===== src/rtl/cavlc_pkg.sv =====
// Shared constants for the CAVLC bitstream front end.
package cavlc_pkg;

    localparam int IN_W    = 32;
    localparam int BUF_W   = 64;
    localparam int WIN_W   = 32;
    localparam int SHIFT_W = 5;

    // Fill must be able to represent BUF_W itself, hence the +1.
    localparam int FILL_W  = $clog2(BUF_W + 1);

endpackage


===== src/rtl/cavlc_bit_window_if.sv =====
// Word-in / window-out bundle between the fetcher, bit window and symbol decoders.
interface cavlc_bit_window_if
    import cavlc_pkg::*;
();

    logic [IN_W-1:0]    InData;
    logic               InValid;
    logic               InReady;
    logic [WIN_W-1:0]   Window;
    logic               WindowValid;
    logic               Shift;
    logic [SHIFT_W-1:0] ShiftAmt;
    logic               Flush;
    logic [31:0]        BitsConsumed;
    logic               Underflow;

    modport master (
        output InData, InValid, Shift, ShiftAmt, Flush,
        input  InReady, Window, WindowValid, BitsConsumed, Underflow
    );

    modport slave (
        input  InData, InValid, Shift, ShiftAmt, Flush,
        output InReady, Window, WindowValid, BitsConsumed, Underflow
    );

endinterface


===== src/rtl/cavlc_barrel_shl.sv =====
// Combinational BUF_W-bit logarithmic left shifter, zero fill, shift 0..2^SHIFT_W-1.
module cavlc_barrel_shl
    import cavlc_pkg::*;
(
    input  logic [BUF_W-1:0]   i_data,
    input  logic [SHIFT_W-1:0] i_amt,
    output logic [BUF_W-1:0]   o_data
);

    logic [BUF_W-1:0] w_stage [SHIFT_W+1];

    assign w_stage[0] = i_data;

    // Stage k shifts by 2^k when bit k of the amount is set.
    for (genvar k = 0; k < SHIFT_W; k++) begin : g_stage
        assign w_stage[k+1] = i_amt[k] ? (w_stage[k] << (2 ** k)) : w_stage[k];
    end

    assign o_data = w_stage[SHIFT_W];

endmodule


===== src/rtl/cavlc_bit_window.sv =====
// Left-aligned bit window over a 32-bit word stream; consumes NumShift bits per cycle.
module cavlc_bit_window
    import cavlc_pkg::*;
(
    input  logic              Clk,
    input  logic              Rst,
    cavlc_bit_window_if.slave bw
);

    localparam logic [FILL_W-1:0] FILL_WIN  = FILL_W'(WIN_W);
    localparam logic [FILL_W-1:0] FILL_IN   = FILL_W'(IN_W);
    localparam logic [FILL_W-1:0] FILL_ROOM = FILL_W'(BUF_W - IN_W);

    logic [BUF_W-1:0]  r_buf;
    logic [FILL_W-1:0] r_fill;
    logic [31:0]       r_bits_consumed;
    logic              r_underflow;

    logic              w_window_valid;
    logic              w_room;
    logic              w_shift_req;
    logic              w_do_shift;
    logic              w_do_load;
    logic [FILL_W-1:0] w_shift_amt;
    logic [BUF_W-1:0]  w_shifted;
    logic [BUF_W-1:0]  w_post_buf;
    logic [FILL_W-1:0] w_post_fill;
    logic [BUF_W-1:0]  w_word_aligned;
    logic [BUF_W-1:0]  w_next_buf;
    logic [FILL_W-1:0] w_next_fill;

    assign w_window_valid = (r_fill >= FILL_WIN);
    // Ready looks only at registered fill so the decoder's Shift never loops back into it.
    assign w_room         = (r_fill <= FILL_ROOM);
    assign w_shift_amt    = FILL_W'(bw.ShiftAmt);
    assign w_shift_req    = bw.Shift && (bw.ShiftAmt != '0);
    assign w_do_shift     = w_shift_req && w_window_valid && !bw.Flush;
    assign w_do_load      = bw.InValid && w_room && !bw.Flush;

    cavlc_barrel_shl u_shl (
        .i_data (r_buf),
        .i_amt  (bw.ShiftAmt),
        .o_data (w_shifted)
    );

    always_comb begin
        // NOTE: every output gets a default before any branch so no latch is inferred.
        w_post_buf  = r_buf;
        w_post_fill = r_fill;
        w_next_buf  = r_buf;
        w_next_fill = r_fill;

        if (w_do_shift) begin
            w_post_buf  = w_shifted;
            w_post_fill = r_fill - w_shift_amt;
        end

        // The new word lands right after the last valid bit left by this cycle's shift.
        w_word_aligned = {bw.InData, {(BUF_W-IN_W){1'b0}}} >> w_post_fill;

        w_next_buf  = w_post_buf;
        w_next_fill = w_post_fill;
        if (w_do_load) begin
            w_next_buf  = w_post_buf | w_word_aligned;
            w_next_fill = w_post_fill + FILL_IN;
        end
    end

    always_ff @(posedge Clk) begin
        // NOTE: non-blocking assignments so every register samples pre-edge values.
        if (Rst) begin
            r_buf           <= '0;
            r_fill          <= '0;
            r_bits_consumed <= '0;
            r_underflow     <= 1'b0;
        end else if (bw.Flush) begin
            r_buf       <= '0;
            r_fill      <= '0;
            r_underflow <= 1'b0;
        end else begin
            r_buf  <= w_next_buf;
            r_fill <= w_next_fill;
            if (w_do_shift) begin
                r_bits_consumed <= r_bits_consumed + 32'(bw.ShiftAmt);
            end
            if (w_shift_req && !w_window_valid) begin
                r_underflow <= 1'b1;
            end
        end
    end

    assign bw.InReady      = !Rst && w_room;
    assign bw.Window       = Rst ? '0 : r_buf[BUF_W-1 -: WIN_W];
    assign bw.WindowValid  = !Rst && w_window_valid;
    assign bw.BitsConsumed = r_bits_consumed;
    assign bw.Underflow    = r_underflow;

endmodule


===== src/flat_wrapper.sv =====
// flat-port wrapper written by rule: the top's interface ports become plain ports
module cavlc_bit_window_flat import cavlc_pkg::*;
  (Clk, Rst, bw_InData, bw_InValid, bw_Shift, bw_ShiftAmt, bw_Flush, bw_InReady, bw_Window, bw_WindowValid, bw_BitsConsumed, bw_Underflow);
  cavlc_bit_window_if bw_i ();
  input  logic Clk;
  input  logic Rst;
  input wire logic [$bits(bw_i.InData)-1:0] bw_InData;
  input wire logic [$bits(bw_i.InValid)-1:0] bw_InValid;
  input wire logic [$bits(bw_i.Shift)-1:0] bw_Shift;
  input wire logic [$bits(bw_i.ShiftAmt)-1:0] bw_ShiftAmt;
  input wire logic [$bits(bw_i.Flush)-1:0] bw_Flush;
  output wire logic [$bits(bw_i.InReady)-1:0] bw_InReady;
  output wire logic [$bits(bw_i.Window)-1:0] bw_Window;
  output wire logic [$bits(bw_i.WindowValid)-1:0] bw_WindowValid;
  output wire logic [$bits(bw_i.BitsConsumed)-1:0] bw_BitsConsumed;
  output wire logic [$bits(bw_i.Underflow)-1:0] bw_Underflow;
  assign bw_i.InData = bw_InData;
  assign bw_i.InValid = bw_InValid;
  assign bw_i.Shift = bw_Shift;
  assign bw_i.ShiftAmt = bw_ShiftAmt;
  assign bw_i.Flush = bw_Flush;
  assign bw_InReady = bw_i.InReady;
  assign bw_Window = bw_i.Window;
  assign bw_WindowValid = bw_i.WindowValid;
  assign bw_BitsConsumed = bw_i.BitsConsumed;
  assign bw_Underflow = bw_i.Underflow;
  cavlc_bit_window u_core (.Clk(Clk), .Rst(Rst), .bw(bw_i));
endmodule

===== config.mk =====
export PLATFORM = sky130hd
export DESIGN_NAME = cavlc_bit_window_flat
export DESIGN_NICKNAME = d
export VERILOG_FILES = /design/src/rtl/cavlc_pkg.sv /design/src/rtl/cavlc_bit_window_if.sv /design/src/rtl/cavlc_barrel_shl.sv /design/src/rtl/cavlc_bit_window.sv /design/src/flat_wrapper.sv
export SDC_FILE = /design/constraint.sdc
export NUM_CORES = 1
export LEC_CHECK = 0
export CORE_ASPECT_RATIO = 1.25
export CORE_MARGIN = 5
export CORE_UTILIZATION = 60
export CTS_CLUSTER_DIAMETER = 50
export DETAILED_ROUTE_END_ITERATION = 8
export PLACE_DENSITY = 0.79
export SKIP_CTS_REPAIR_TIMING = 1
export SLEW_MARGIN = 15
export SYNTH_ARGS = -nofsm -noshare
export SYNTH_HDL_FRONTEND = slang
export SYNTH_SLANG_ARGS = --single-unit
export TNS_END_PERCENT = 10

===== constraint.sdc =====
create_clock -name Clk -period 4.8 [get_ports Clk]
set_input_delay 0.96 -clock Clk [delete_from_list [all_inputs] [get_ports Clk]]
set_output_delay 0.96 -clock Clk [all_outputs]
set_load 0.01 [all_outputs]

==> results.json <==
{
  "fin_crit_ps": 4200,
  "worstPathBufferInverterCount": 2,
  "p_int_uw": 1480,
  "peakVddDrop_uv": 161,
  "drc_errors": 0,
  "ios": 109,
  "r2r-start": "u_core.r_fill[0]",
  "numPortBuffers": 108,
  "hp-class": "register to register",
  "period_share": 0.876,
  "synth_cells": 1447,
  "setup.worst_path.start": "bw_Flush",
  "clkLatencyLatePin_ps": 370,
  "gp_congestion": 1.10,
  "clk_pin_slew_ps": 90,
  "postSynthAreaPerCell_um2": 7.84,
  "seq_area_frac_synth": 0.184,
  "synth_edf_count": 0,
  "synth_top_area_cell": "dfxtp_1",
  "leakage_uw": 0.00481,
  "cts.sinks": 104,
  "grt_use_total": 0.421,
  "routedWlPerCell_um": 27.0,
  "first_pass_iters": 8,
  "synth-main-ff-cell": "dfxtp_1",
  "core_mm2": 0.0187,
  "die-area_mm2": 0.0218,
  "fmax_ghz": 0.238,
  "drive_gt1_frac": 0.139,
  "final_nets": 1558,
  "drt_iter0_markers": 2056,
  "drv_cap": 0,
  "ys_async_sr_fraction": 0,
  "finalMaxSlewViolations": 0,
  "start_util": 0.606,
  "syn_nets": 1501,
  "path_class": "primary input to register",
  "p_clk_frac": 0.347,
  "netSwitchingFraction": 0.357,
  "hold_ws_ps": 483,
  "status": "complete, no violations",
  "grt_max_degree": 72,
  "combinationalPowerShare": 0.264,
  "hp-start": "u_core.bw.Underflow",
  "clk_path_buf_depth": 2,
  "viasPerCell": 7.41,
  "area_growth_syn_to_layout_pct": 14.4,
  "path_cells": "clkdlybuf4s50_1, nand2b_1, a311oi_4, buf_4, o21ai_1, a21oi_1, a22oi_1, a221o_1, a222oi_1, o32ai_1",
  "fillers": 1561,
  "tightest_slew_ps": 930,
  "dp_hpwl_um": 35600,
  "grt_pass1_wl_um": 71100,
  "antenna_left": 0,
  "worstSetupStartpointType": "primary input",
  "die_x_um": 133,
  "power.share.sequential": 0.389,
  "cp_slowest_stage_delay_ps": 520,
  "root_buffer": "clkbuf_16",
  "finalSetupTns_ps": 0,
  "syn-cell-area_mm2": 0.0113,
  "antenna_found_initial": 0,
  "crit_arrival_ps": 4430,
  "cp_max_fo": 30,
  "ys_types": 98,
  "grt_pass1_vias": 12100,
  "timing.final.hold_violations": 0,
  "cts_buffers": 9,
  "h-tree-depth": 3,
  "synth-seq-cells": 104,
  "worstSetupEndpointType": "register",
  "slew_headroom": 0.376,
  "synth_area_leaders": "dfxtp_1, mux4_2, mux2i_1, nand2_1, nor2_1",
  "worstHoldPathCells": 2,
  "rows": 56,
  "wirelength_um": 47000,
  "cts_tree": "done",
  "die_y_um": 164,
  "antennaDiodeCount": 0,
  "rsz0062_at_grt": "false",
  "p_sw_uw": 825,
  "yosys_warnings": 0,
  "worst_r2r_path_depth": 10,
  "finClkSkew_ps": 20.0,
  "required_ps": 5020,
  "critical-path-top-delay-family": "compound AO/OA/AOI/OAI gates",
  "cpMaxStageDelayCell": "clkdlybuf4s50_1",
  "grt_overflow_total": 0,
  "synth.top_cell.area_share": 0.184,
  "path_depth": 10,
  "setup_viol": 0,
  "regArea_mm2": 0.00208,
  "multiInputGateArea_mm2": 0.00866,
  "power_density_mw_per_mm2": 178,
  "vias": 12900
}
## cell usage after synthesis (7+ instances only)
master and instances:
a211oi_1 28, a21oi_1 81, a221o_1 8, a221oi_1 12
a22oi_1 15, a31oi_1 12, and2_1 18, and3_1 13
buf_1 26, buf_2 26, clkbuf_1 60, dfxtp_1 104
ha_1 10, inv_1 19, mux2_2 24, mux2i_1 82
mux4_2 67, nand2_1 218, nand2b_1 7, nand3_1 40
nor2_1 144, nor2b_1 39, nor3_1 28, o211ai_1 42
o21ai_0 85, o221ai_1 24, o22ai_1 16, o32ai_1 10
or3_1 15, xnor2_1 11, xor2_1 14
## per-layer routing
layer,track usage,part of all wire,vias to the layer above
met5,0,0,-
met4,0.294,0.082,0
met3,0.0888,0.11,253
met2,0.671,0.45,1043
met1,0.508,0.35,6037
li1,-,-,5574
## power by group through the flow
stage | clock network (uW) | logic, uW | registers, uW
after global placement | 0 | 580 | 914
after detailed placement | 0 | 584 | 915
after floorplan | 0 | 379 | 905
final | 801 | 610 | 898
after CTS | 798 | 587 | 895
after global routing | 838 | 636 | 898
## sequential cells by signal (all words and copies together), names as in the netlist
| register | count |
|---|---|
| u_core.r_buf | 64 |
| u_core.bw.BitsConsumed | 32 |
| u_core.bw.Underflow | 1 |
| u_core.r_fill | 7 |
## path summary, 6_finish.rpt
path                                             to  slack, ps
worst max-delay path               u_core.r_buf[38]        600
worst min-delay path            u_core.bw.Underflow        480
worst max register to register      u_core.r_buf[8]       1050
worst min register to register  u_core.bw.Underflow        480
## worst register-to-register path: cells and delay by family (launching register included)
| family | cells | cell delay, ps |
|---|---|---|
| AND/OR/NAND/NOR | 1 | 310 |
| buffers and inverters | 2 | 490 |
| multiplexers | 1 | 310 |
| adder cells (fa/ha/maj) | 1 | 400 |
| AO/OA/AOI/OAI | 5 | 1750 |
| flip-flops | 1 | 340 |
## per-stage QoR
step	cells	utilization	instance area [um2]	worst slack, ps	power, uW
floorplan	1447	-	11300	300	1280
global placement	1725	0.676	12700	427	1490
detailed placement	1725	0.676	12700	307	1500
CTS	1741	0.693	13000	673	2280
global route	1741	0.693	13000	368	2370
finish	1741	0.693	13000	596	2310
## layout by cell type, fill, tap and decap left out, drive strengths merged, types with 23 or more instances in the layout
cell	count
buf	65
mux2	27
clkdlybuf4s50	103
nor2	148
nor3	29
nand3	40
dfxtp	104
o221ai	24
a21oi	81
inv	23
nand2	219
nor2b	39
mux2i	84
a211oi	29
o21ai	91
mux4	67
o211ai	43
## kinds of logic after synthesis
| kind of cell | Yosys count | share of synthesized area |
|---|---|---|
| AND/OR/NAND/NOR | 557 | 0.226 |
| AO/OA/AOI/OAI | 426 | 0.263 |
| multiplexers | 178 | 0.235 |
| buffers and inverters | 143 | 0.0548 |
| flip-flops | 104 | 0.184 |
| XOR/XNOR | 27 | 0.0222 |
| adder cells (fa/ha/maj) | 12 | 0.0146 |
## layout make-up
cell class | instances | share of cell area
Tap cell | 232 | 0.0224
Clock inverter | 7 | 0.00704
Timing Repair Buffer | 168 | 0.119
Sequential cell | 104 | 0.160
Multi-Input combinational cell | 1200 | 0.667
Clock buffer | 9 | 0.0174
Inverter | 21 | 0.00608
No activity file was read; power rests on OpenSTA's default activity.
==> variant (same settings) <==
The package constant `BUF_W` goes from 64 to 32.
--- a/src/rtl/cavlc_pkg.sv
+++ b/src/rtl/cavlc_pkg.sv
@@ -2,7 +2,7 @@
 package cavlc_pkg;
 
     localparam int IN_W    = 32;
-    localparam int BUF_W   = 64;
+    localparam int BUF_W   = 32;
     localparam int WIN_W   = 32;
     localparam int SHIFT_W = 5;
 
Behaviour: not the same (Yosys sat finds a counterexample within 4 cycles, from zero or initial values and one cycle with Rst high).
==> variant against the unedited design <==
  * Wire length is 56% lower
  * Non-clock buffer count is 39 lower
  * Power is 28% lower
  * Synthesized cell count is 49% lower
  * Sequential cell count is 33 lower
  * Hold slack better by 3.1 ps
  * Combinational power is 52% lower
  * Design area is 41% lower
  * Clock power is 6.2% lower
  * Worst setup slack better by 290 ps
  * Count of clock-buffer cells in the layout stayed put
  * Critical path depth is 1 higher
  * Synthesized area is 46% lower
==> variant: results (changes against the unedited design) <==
* Inverter count at 17 (was 21)
* TritonRoute pass-1 iters at 5 (was 8)
* Reg clk slew, reported paths at 60 ps (was 90 ps)
* Non-clock buffer share at 0.161 (was 0.119)
* Worst slack at placement at 629 ps (was 307 ps)
* Routed wire length per instance at 21.3 um (was 27.0 um)
* Area of the multi-input gates at 4440 um2 (was 8660 um2)
* Final clock skew at 5.23 ps (was 20.0 ps)
* Critical path endpoint: u_core.bw.BitsConsumed[28]$_SDFFE_PP0P_ (was u_core.r_buf[38]$_SDFF_PP0_)
* Flop pwr share at 0.369 (was 0.389)
* Critical Path Fanout Max at 8 (was 30)
* Via Count at 6,457 (was 12,900)
* CP startpoint: bw_ShiftAmt[1] (was bw_Flush)
* First-pass GRT wire length at 32,800 um (was 71,100 um)
* WL met2 at 9610 um (was 21,100 um)
* Synth cell count leaders: nand2_1 (90), dfxtp_1 (71), nor2_1 (64), mux2i_1 (61), a21oi_1 (51) (was nand2_1 (218), nor2_1 (144), dfxtp_1 (104), o21ai_0 (85), mux2i_1 (82))
* Area contributors post-synth: dfxtp_1 (23%), mux4_2 (13%), mux2i_1 (9.9%) (was dfxtp_1 (18%), mux4_2 (13%), mux2i_1 (7.2%))
* Layout area overhead at 23.7% (was 14.4%)
* Status: complete, no violations (unchanged)
* Routability cong. at 0.918 (was 1.10)
* #MultiIn Comb at 601 (was 1,200)
* Setup ws final at 885 ps (was 596 ps)
* Sequential element share of the synthesized area at 0.230 (was 0.184)
* P_leak at 3.08 nW (was 4.81 nW)
* Layout cells sized above 1 at 0.115 (was 0.139)
* P_comb at 294 uW (was 610 uW)
* HPWL after DPL at 15,000 um (was 35,600 um)
* Min-delay src: u_core.bw.BitsConsumed[3]$_SDFFE_PP0P_ (was u_core.bw.Underflow$_SDFFE_PP0P_)
* Area after DPL at 7320 um2 (was 12,700 um2)
* #FFs+latches synth at 71 (was 104)
* Multiplexer area fraction after synthesis at 0.250 (was 0.235)
* VDD IR max at 0.178 mV (was 0.161 mV)
* Met1 wire length at 8140 um (was 16,700 um)
* Dpl cells at 947 (was 1,725)
* Critical Path AT at 4180 ps (was 4430 ps)
* Adder-cell share of the synthesized area at 0.0267 (was 0.0146)
* FILL cells at 748 (was 1,561)
* Worst hold slack at 486 ps (was 483 ps)
* Rel. slew slack at 0.266 (was 0.376)
* Reg2reg setup slack at 1820 ps (was 1050 ps)
* Proportion of cell area occupied by registers at 0.186 (was 0.160)
* NetSw at 467 uW (was 825 uW)
-- variant: cell types whose count changed after synthesis, moves of 21 or more --
| cell | unedited run | this run |
|---|---|---|
| clkbuf_1 | 60 | 30 |
| o211ai_1 | 42 | 2 |
| nand2_1 | 218 | 90 |
| o21ai_0 | 85 | 41 |
| dfxtp_1 | 104 | 71 |
| mux2i_1 | 82 | 61 |
| o221ai_1 | 24 | 1 |
| nor2_1 | 144 | 64 |
| a21oi_1 | 81 | 51 |
| mux4_2 | 67 | 35 |
-- variant: kinds of logic (layout without fill, tap and decap cells) --
group	Yosys count	count (layout)
muxes	109	109
adders and majority gates	12	12
DFF	71	71
xor gates and xnor gates	23	23
and+or+nand+nor	272	272
AOI/OAI and AO/OA	185	185
buffers and inverters	73	162
-- variant: worst max-delay path, delay by kind of cell --
family	cells	cell delay [ps]
buffers and inverters	3	1040
and+or+nand+nor	3	1050
adders and majority gates	1	470
AOI/OAI and AO/OA	4	660
